`config.mk`:
```
export PLATFORM = sky130hd
export DESIGN_NAME = traffic_phase_scheduler
export DESIGN_NICKNAME = d
export VERILOG_FILES = /design/src/rtl/traffic_phase_scheduler_pkg.sv /design/src/rtl/traffic_phase_scheduler_phase_timer.sv /design/src/rtl/traffic_phase_scheduler.sv
export SDC_FILE = /design/constraint.sdc
export NUM_CORES = 1
export LEC_CHECK = 0
export CAP_MARGIN = 20
export CELL_PAD_IN_SITES_DETAIL_PLACEMENT = 1
export CELL_PAD_IN_SITES_GLOBAL_PLACEMENT = 2
export CORE_ASPECT_RATIO = 1.5
export CORE_MARGIN = 10
export CORE_UTILIZATION = 33
export CTS_BUF_LIST = sky130_fd_sc_hd__clkbuf_16
export DETAILED_ROUTE_END_ITERATION = 16
export PLACE_DENSITY_LB_ADDON = 0.1
export SYNTH_ARGS = -nofsm -noshare
export SYNTH_HDL_FRONTEND = slang
export SYNTH_SLANG_ARGS = --single-unit
export TNS_END_PERCENT = 100
```
`constraint.sdc`:
```
create_clock -name clk -period 5.7 [get_ports clk]
set_input_delay 1.14 -clock clk [delete_from_list [all_inputs] [get_ports clk]]
set_output_delay 1.14 -clock clk [all_outputs]
set_load 0.02 [all_outputs]
```
`src/rtl/traffic_phase_scheduler_pkg.sv`:
```
// Shared types and constants for the highway/country phase scheduler.
// Holds the state codes, the lamp patterns and the lamp decode used by the top.
package tlc_pkg;

  localparam int STATE_W = 3;

  // State codes as seen on the debug "state" bus
  localparam logic [STATE_W-1:0] HW_GREEN  = 3'd0;
  localparam logic [STATE_W-1:0] HW_YELLOW = 3'd1;
  localparam logic [STATE_W-1:0] ALL_RED_A = 3'd2;
  localparam logic [STATE_W-1:0] CR_GREEN  = 3'd3;
  localparam logic [STATE_W-1:0] CR_YELLOW = 3'd4;
  localparam logic [STATE_W-1:0] ALL_RED_B = 3'd5;

  // Lamp bus patterns, {red,yellow,green}
  localparam logic [2:0] LIGHT_RED    = 3'b100;
  localparam logic [2:0] LIGHT_YELLOW = 3'b010;
  localparam logic [2:0] LIGHT_GREEN  = 3'b001;

  typedef enum logic [STATE_W-1:0] {
    ST_HW_GREEN  = HW_GREEN,
    ST_HW_YELLOW = HW_YELLOW,
    ST_ALL_RED_A = ALL_RED_A,
    ST_CR_GREEN  = CR_GREEN,
    ST_CR_YELLOW = CR_YELLOW,
    ST_ALL_RED_B = ALL_RED_B
  } state_t;

  typedef struct packed {
    logic [2:0] highway;
    logic [2:0] country;
    logic       walk;
  } lamps_t;

  // Larger of two integers, used to size the phase timer
  function automatic int max_int(input int a, input int b);
    return (a > b) ? a : b;
  endfunction

  // Lamp pattern shown while in a given state; anything unknown shows all red
  function automatic lamps_t decode_lamps(input state_t s);
    lamps_t l;
    l.highway = LIGHT_RED;
    l.country = LIGHT_RED;
    l.walk    = 1'b0;
    case (s)
      ST_HW_GREEN: begin
        l.highway = LIGHT_GREEN;
        l.country = LIGHT_RED;
      end
      ST_HW_YELLOW: begin
        l.highway = LIGHT_YELLOW;
        l.country = LIGHT_RED;
      end
      ST_ALL_RED_A: begin
        l.highway = LIGHT_RED;
        l.country = LIGHT_RED;
      end
      ST_CR_GREEN: begin
        l.highway = LIGHT_RED;
        l.country = LIGHT_GREEN;
        l.walk    = 1'b1;
      end
      ST_CR_YELLOW: begin
        l.highway = LIGHT_RED;
        l.country = LIGHT_YELLOW;
      end
      ST_ALL_RED_B: begin
        l.highway = LIGHT_RED;
        l.country = LIGHT_RED;
      end
      default: begin
        l.highway = LIGHT_RED;
        l.country = LIGHT_RED;
        l.walk    = 1'b0;
      end
    endcase
    return l;
  endfunction

endpackage

```
`src/rtl/traffic_phase_scheduler_phase_timer.sv`:
```
// Dwell timer for the phase scheduler: counts cycles spent in the current
// state, restarts from zero on request and sticks at all-ones instead of wrapping.
module phase_timer #(
  parameter int WIDTH = 5
) (
  input  logic             clk,
  input  logic             reset,
  input  logic             clear,
  output logic [WIDTH-1:0] count
);

  localparam logic [WIDTH-1:0] COUNT_MAX  = {WIDTH{1'b1}};
  localparam logic [WIDTH-1:0] COUNT_ZERO = {WIDTH{1'b0}};

  logic [WIDTH-1:0] count_r;

  // Saturating up-count; clear and reset both return to zero
  always_ff @(posedge clk) begin
    if (!reset) begin
      count_r <= COUNT_ZERO;
    end else if (clear) begin
      count_r <= COUNT_ZERO;
    end else if (count_r != COUNT_MAX) begin
      count_r <= count_r + WIDTH'(1);
    end else begin
      count_r <= count_r;
    end
  end

  assign count = count_r;

endmodule

```
`src/rtl/traffic_phase_scheduler.sv`:
```
// Demand-driven highway/country intersection sequencer. Highway green is the
// resting phase; the country road is served on vehicle or pedestrian demand,
// with timed yellow and all-red clearance, and highway emergency preemption.
// Lamp outputs are registered from the next-state decode so they change on
// the same edge as the state register and never glitch.
module traffic_phase_scheduler
  import tlc_pkg::*;
#(
  parameter int HW_MIN_GREEN = 8,
  parameter int CR_MIN_GREEN = 4,
  parameter int CR_MAX_GREEN = 12,
  parameter int YELLOW_TIME  = 3,
  parameter int RED_CLEAR    = 2
) (
  input  logic               clk,
  input  logic               reset,
  input  logic               country_car,
  input  logic               ped_req,
  input  logic               emerg_hw,
  output logic [2:0]         highway_lights,
  output logic [2:0]         country_lights,
  output logic               walk,
  output logic               ped_pending,
  output logic [STATE_W-1:0] state
);

  localparam int MAX_DWELL = max_int(max_int(max_int(HW_MIN_GREEN, CR_MIN_GREEN),
                                             max_int(CR_MAX_GREEN, YELLOW_TIME)),
                                     RED_CLEAR);
  localparam int TIMER_W = $clog2(MAX_DWELL) + 1;

  // Last timer value of each dwell; exiting at this value gives exactly N cycles
  localparam logic [TIMER_W-1:0] HW_MIN_LAST = TIMER_W'(HW_MIN_GREEN - 1);
  localparam logic [TIMER_W-1:0] CR_MIN_LAST = TIMER_W'(CR_MIN_GREEN - 1);
  localparam logic [TIMER_W-1:0] CR_MAX_LAST = TIMER_W'(CR_MAX_GREEN - 1);
  localparam logic [TIMER_W-1:0] YELLOW_LAST = TIMER_W'(YELLOW_TIME - 1);
  localparam logic [TIMER_W-1:0] RED_LAST    = TIMER_W'(RED_CLEAR - 1);

  state_t             state_r;
  state_t             state_next_s;
  logic               state_change_s;
  logic [TIMER_W-1:0] timer_s;
  logic               ped_pending_r;
  logic               ped_next_s;
  lamps_t             lamps_next_s;
  lamps_t             reset_lamps_s;
  logic [2:0]         highway_lights_r;
  logic [2:0]         country_lights_r;
  logic               walk_r;

  phase_timer #(
    .WIDTH (TIMER_W)
  ) u_phase_timer (
    .clk   (clk),
    .reset (reset),
    .clear (state_change_s),
    .count (timer_s)
  );

  // Next-state logic; comparisons use >= so a saturated timer still exits
  always_comb begin
    state_next_s = state_r;
    case (state_r)
      ST_HW_GREEN: begin
        // Emergency on the highway suppresses all cross demand
        if ((timer_s >= HW_MIN_LAST) && (country_car || ped_pending_r) && !emerg_hw) begin
          state_next_s = ST_HW_YELLOW;
        end else begin
          state_next_s = ST_HW_GREEN;
        end
      end
      ST_HW_YELLOW: begin
        if (timer_s >= YELLOW_LAST) begin
          state_next_s = ST_ALL_RED_A;
        end else begin
          state_next_s = ST_HW_YELLOW;
        end
      end
      ST_ALL_RED_A: begin
        // Preemption arriving during clearance returns straight to highway green
        if (timer_s >= RED_LAST) begin
          if (emerg_hw) begin
            state_next_s = ST_HW_GREEN;
          end else begin
            state_next_s = ST_CR_GREEN;
          end
        end else begin
          state_next_s = ST_ALL_RED_A;
        end
      end
      ST_CR_GREEN: begin
        if (emerg_hw ||
            ((timer_s >= CR_MIN_LAST) && !country_car) ||
            (timer_s >= CR_MAX_LAST)) begin
          state_next_s = ST_CR_YELLOW;
        end else begin
          state_next_s = ST_CR_GREEN;
        end
      end
      ST_CR_YELLOW: begin
        if (timer_s >= YELLOW_LAST) begin
          state_next_s = ST_ALL_RED_B;
        end else begin
          state_next_s = ST_CR_YELLOW;
        end
      end
      ST_ALL_RED_B: begin
        if (timer_s >= RED_LAST) begin
          state_next_s = ST_HW_GREEN;
        end else begin
          state_next_s = ST_ALL_RED_B;
        end
      end
      default: begin
        state_next_s = ST_HW_GREEN;
      end
    endcase
  end

  // Timer restart, pedestrian latch update and next lamp pattern
  always_comb begin
    state_change_s = (state_next_s != state_r);
    lamps_next_s   = decode_lamps(state_next_s);
    reset_lamps_s  = decode_lamps(ST_HW_GREEN);
    // A new request on the serving edge wins so it is not silently lost
    if (ped_req) begin
      ped_next_s = 1'b1;
    end else if ((state_next_s == ST_CR_GREEN) && (state_r != ST_CR_GREEN)) begin
      ped_next_s = 1'b0;
    end else begin
      ped_next_s = ped_pending_r;
    end
  end

  // FSM state, pedestrian latch and registered lamp outputs
  always_ff @(posedge clk) begin
    if (!reset) begin
      state_r          <= ST_HW_GREEN;
      ped_pending_r    <= 1'b0;
      highway_lights_r <= reset_lamps_s.highway;
      country_lights_r <= reset_lamps_s.country;
      walk_r           <= reset_lamps_s.walk;
    end else begin
      state_r          <= state_next_s;
      ped_pending_r    <= ped_next_s;
      highway_lights_r <= lamps_next_s.highway;
      country_lights_r <= lamps_next_s.country;
      walk_r           <= lamps_next_s.walk;
    end
  end

  assign highway_lights = highway_lights_r;
  assign country_lights = country_lights_r;
  assign walk           = walk_r;
  assign ped_pending    = ped_pending_r;
  assign state          = state_r;

endmodule

```
==> results.yml <==
outcome:
  status: "completed"
drt:
  routed-via-count: 781
  firstDrtPassIters: 4
  wl_per_cell_um: 15.4
  drt_iter0_drc: 19
  final_antenna_net_count: 0
  drt-total-wl_mm: 2.26
  route.detailed.drc: 0
  avgViaCountPerCell: 5.31
power_and_ir_drop:
  clock_power_share: 0.316
  p_sw_mw: 0.144
  ir_worst_vdd_uv: 150
  p_leak_nw: 0.439
  pwr-share-comb: 0.320
  seq_power_share: 0.364
  power.density_nw_per_um2: 378
  p_sw_frac: 0.335
  internal-power_mw: 0.285
timing:
  fin_crit_ns: 2.70
  rsz0062_at_grt: "false"
  slew_viol_final: 0
  hold_viol_final: 0
  worstMarginPinSlew_ns: 0.525
  setup_viol: 0
  finalSetupTns_ns: 0
  finClkSkew_ns: 0.00248
  relSlewSlack: 0.647
  fmax_ghz: 0.370
  setup_slack_ns: 3.00
  period_share: 0.474
cts:
  clk_pin_slew_worst_paths_ns: 0.05
  cts_max_level: 1
  cts_root_buf: "clkbuf_16"
  cts_setup_buffers: 0
  cts_sinks: 16
  cts_hold_buf: 0
  clk_latency_ns: 0.24
  clock_path_buffers: 2
  cts_tree: "yes"
  numCtsBuffers: 3
  cts_resized: 0
synth:
  async_flop_share: 0
  ys.flop_type: "dfxtp_1"
  synthTopCellsByArea: "dfxtp_1 (36%), ha_1 (5.7%), o21ai_0 (4.6%)"
  synth_top_family_by_area: "compound AO/OA/AOI/OAI gates"
  yosysWarnings: 0
  synth_mux_area_frac: 0.0256
  synthSimpleGateAreaFrac: 0.174
  synth_area_leader_cell: "dfxtp_1"
  synthTopCellsByCount: "dfxtp_1 (16), o21ai_0 (8), inv_1 (7)"
  syn_area_per_cell_sq_um: 9.15
  synth_most_common_cell: "dfxtp_1"
  synth_edf_count: 0
  synth_compound_area_frac: 0.302
  yosysUniqueCellTypes: 39
  synthAdderAreaFrac: 0.0570
  synth-seq-cells: 16
  synthCells: 96
  netlist_area_sq_um: 878
  synthesis.nets: 105
  synth_top_area_share: 0.365
  seq_area_frac_synth: 0.365
  synthXorXnorAreaFrac: 0.0299
setup_path:
  reg2reg_setup_slack_ns: 3.36
  crit_chain: "clkdlybuf4s50_1, nor4_1, o21ai_0, o211a_1, nand2_1, mux2_1"
  cpMaxStageDelayCell: "clkdlybuf4s50_1"
  critPathMaxFanout: 6
  setup.worst_path.class: "primary input to flop"
  cp-start-kind: "primary input"
  worstPathArrival_ns: 2.83
  endpoint_kind: "flop"
  cp_slowest_stage_delay_ns: 0.52
  worstPathRequired_ns: 5.83
finish:
  antennaDiodeCount: 0
  fin_util: 0.454
  drive_gt1_frac: 0.0901
  syn2layout_area_growth_pct: 29.5
  nets: 121
run:
  maxCapViolations: 0
floorplan:
  start_util: 0.351
  placeableCoreArea_sq_um: 2500
  die-width_um: 62.1
  dieArea_sq_um: 5170
  die_h_um: 83.2
  row_count: 22
  io_pins: 16
placed_design:
  dpl.hpwl_mm: 1.87
  port_buffers: 15
  dp_slack_ns: 2.75
  gp_congestion: 0.750
global_route:
  grt_pass1_vias: 835
  grt_start_max_net_pins: 13
  antenna_found_initial: 0
  grt_pass1_wl_mm: 3.91
  grt_overflow: 0
  track_usage: 0.0899
min_path:
  hp-class: "flop to flop"
[final timing paths]
check,from,to,depth (start not counted)
worst max-delay path,emerg_hw,country_lights[2]$_SDFF_PN1_,6
worst min register to register,ped_pending$_SDFFE_PN0P_,ped_pending$_SDFFE_PN0P_,2
worst min-delay path,ped_pending$_SDFFE_PN0P_,ped_pending$_SDFFE_PN0P_,2
worst max register to register,u_phase_timer.count[1]$_SDFFE_PP0P_,country_lights[2]$_SDFF_PN1_,7
[registers in the layout, indices dropped and copies added, names as in the netlist]
| signal | count |
|---|---|
| country_lights | 3 |
| u_phase_timer.count | 5 |
| walk | 1 |
| ped_pending | 1 |
| highway_lights | 3 |
| state | 3 |
[cell type report]
| class | instances | area, sq um |
|---|---|---|
| fill | 300 | 1370 |
| multi-input combinational | 69 | 517 |
| sequential | 16 | 320 |
| timing repair buffer | 15 | 150 |
| clock buffer | 3 | 75.1 |
| tap | 36 | 45.0 |
| inverter | 7 | 26.3 |
| clock inverter | 1 | 3.75 |
[worst max-delay path: cells and delay by family]
kind / cells / cell delay [ns]
multiplexers: 1 / 0.32
AO/OA/AOI/OAI: 2 / 0.48
AND/OR/NAND/NOR: 2 / 0.37
buffers and inverters: 1 / 0.52
[cell usage in the layout (no fill, tap or decap), drive strengths merged, types with 2 or more instances in the layout]
| cell type | count |
|---|---|
| o21ai | 8 |
| nand2b | 3 |
| clkbuf | 3 |
| and2 | 2 |
| a2111oi | 2 |
| clkdlybuf4s50 | 15 |
| xnor2 | 3 |
| a31oi | 2 |
| a211oi | 2 |
| nand2 | 4 |
| ha | 4 |
| o21a | 5 |
| nor2 | 5 |
| nor4 | 2 |
| a21oi | 5 |
| inv | 7 |
| o31ai | 2 |
| mux2 | 2 |
| dfxtp | 16 |
[metal layers]
layer | vias up | global-route usage | part of all wire
li1 | 388 | - | -
met1 | 373 | 0.0840 | 0.37
met2 | 14 | 0.171 | 0.56
met3 | 6 | 0.0202 | 0.042
met4 | 0 | 0.0520 | 0.025
met5 | - | 0 | 0
[cell families after synthesis]
| group | count (synthesis) |
|---|---|
| mux | 2 |
| compound gates | 35 |
| xor+xnor | 3 |
| buf+inv | 11 |
| flops | 16 |
| simple gates | 25 |
| fa+ha+maj | 4 |
[stage by stage]
| stage | hold WS [ns] | instances | power [mW] | area, sq um |
|---|---|---|---|---|
| final | 0.534 | 147 | 0.429 | 1140 |
| after global routing | 0.579 | 147 | 0.462 | 1140 |
| after CTS | 0.549 | 147 | 0.436 | 1140 |
| after detailed placement | 0.531 | 143 | 0.297 | 1060 |
| after global placement | 0.491 | 143 | 0.295 | 1060 |
| after floorplan | 0.589 | 96 | 0.258 | 878 |
[power by group through the flow]
stage               registers (mW)  clock network [mW]  logic, mW
CTS                          0.157               0.140      0.139
floorplan                    0.149                   0      0.109
finish                       0.156               0.136      0.137
global placement             0.159                   0      0.136
global route                 0.161               0.145      0.156
detailed placement           0.159                   0      0.138
(Power assumes the default switching activity.)
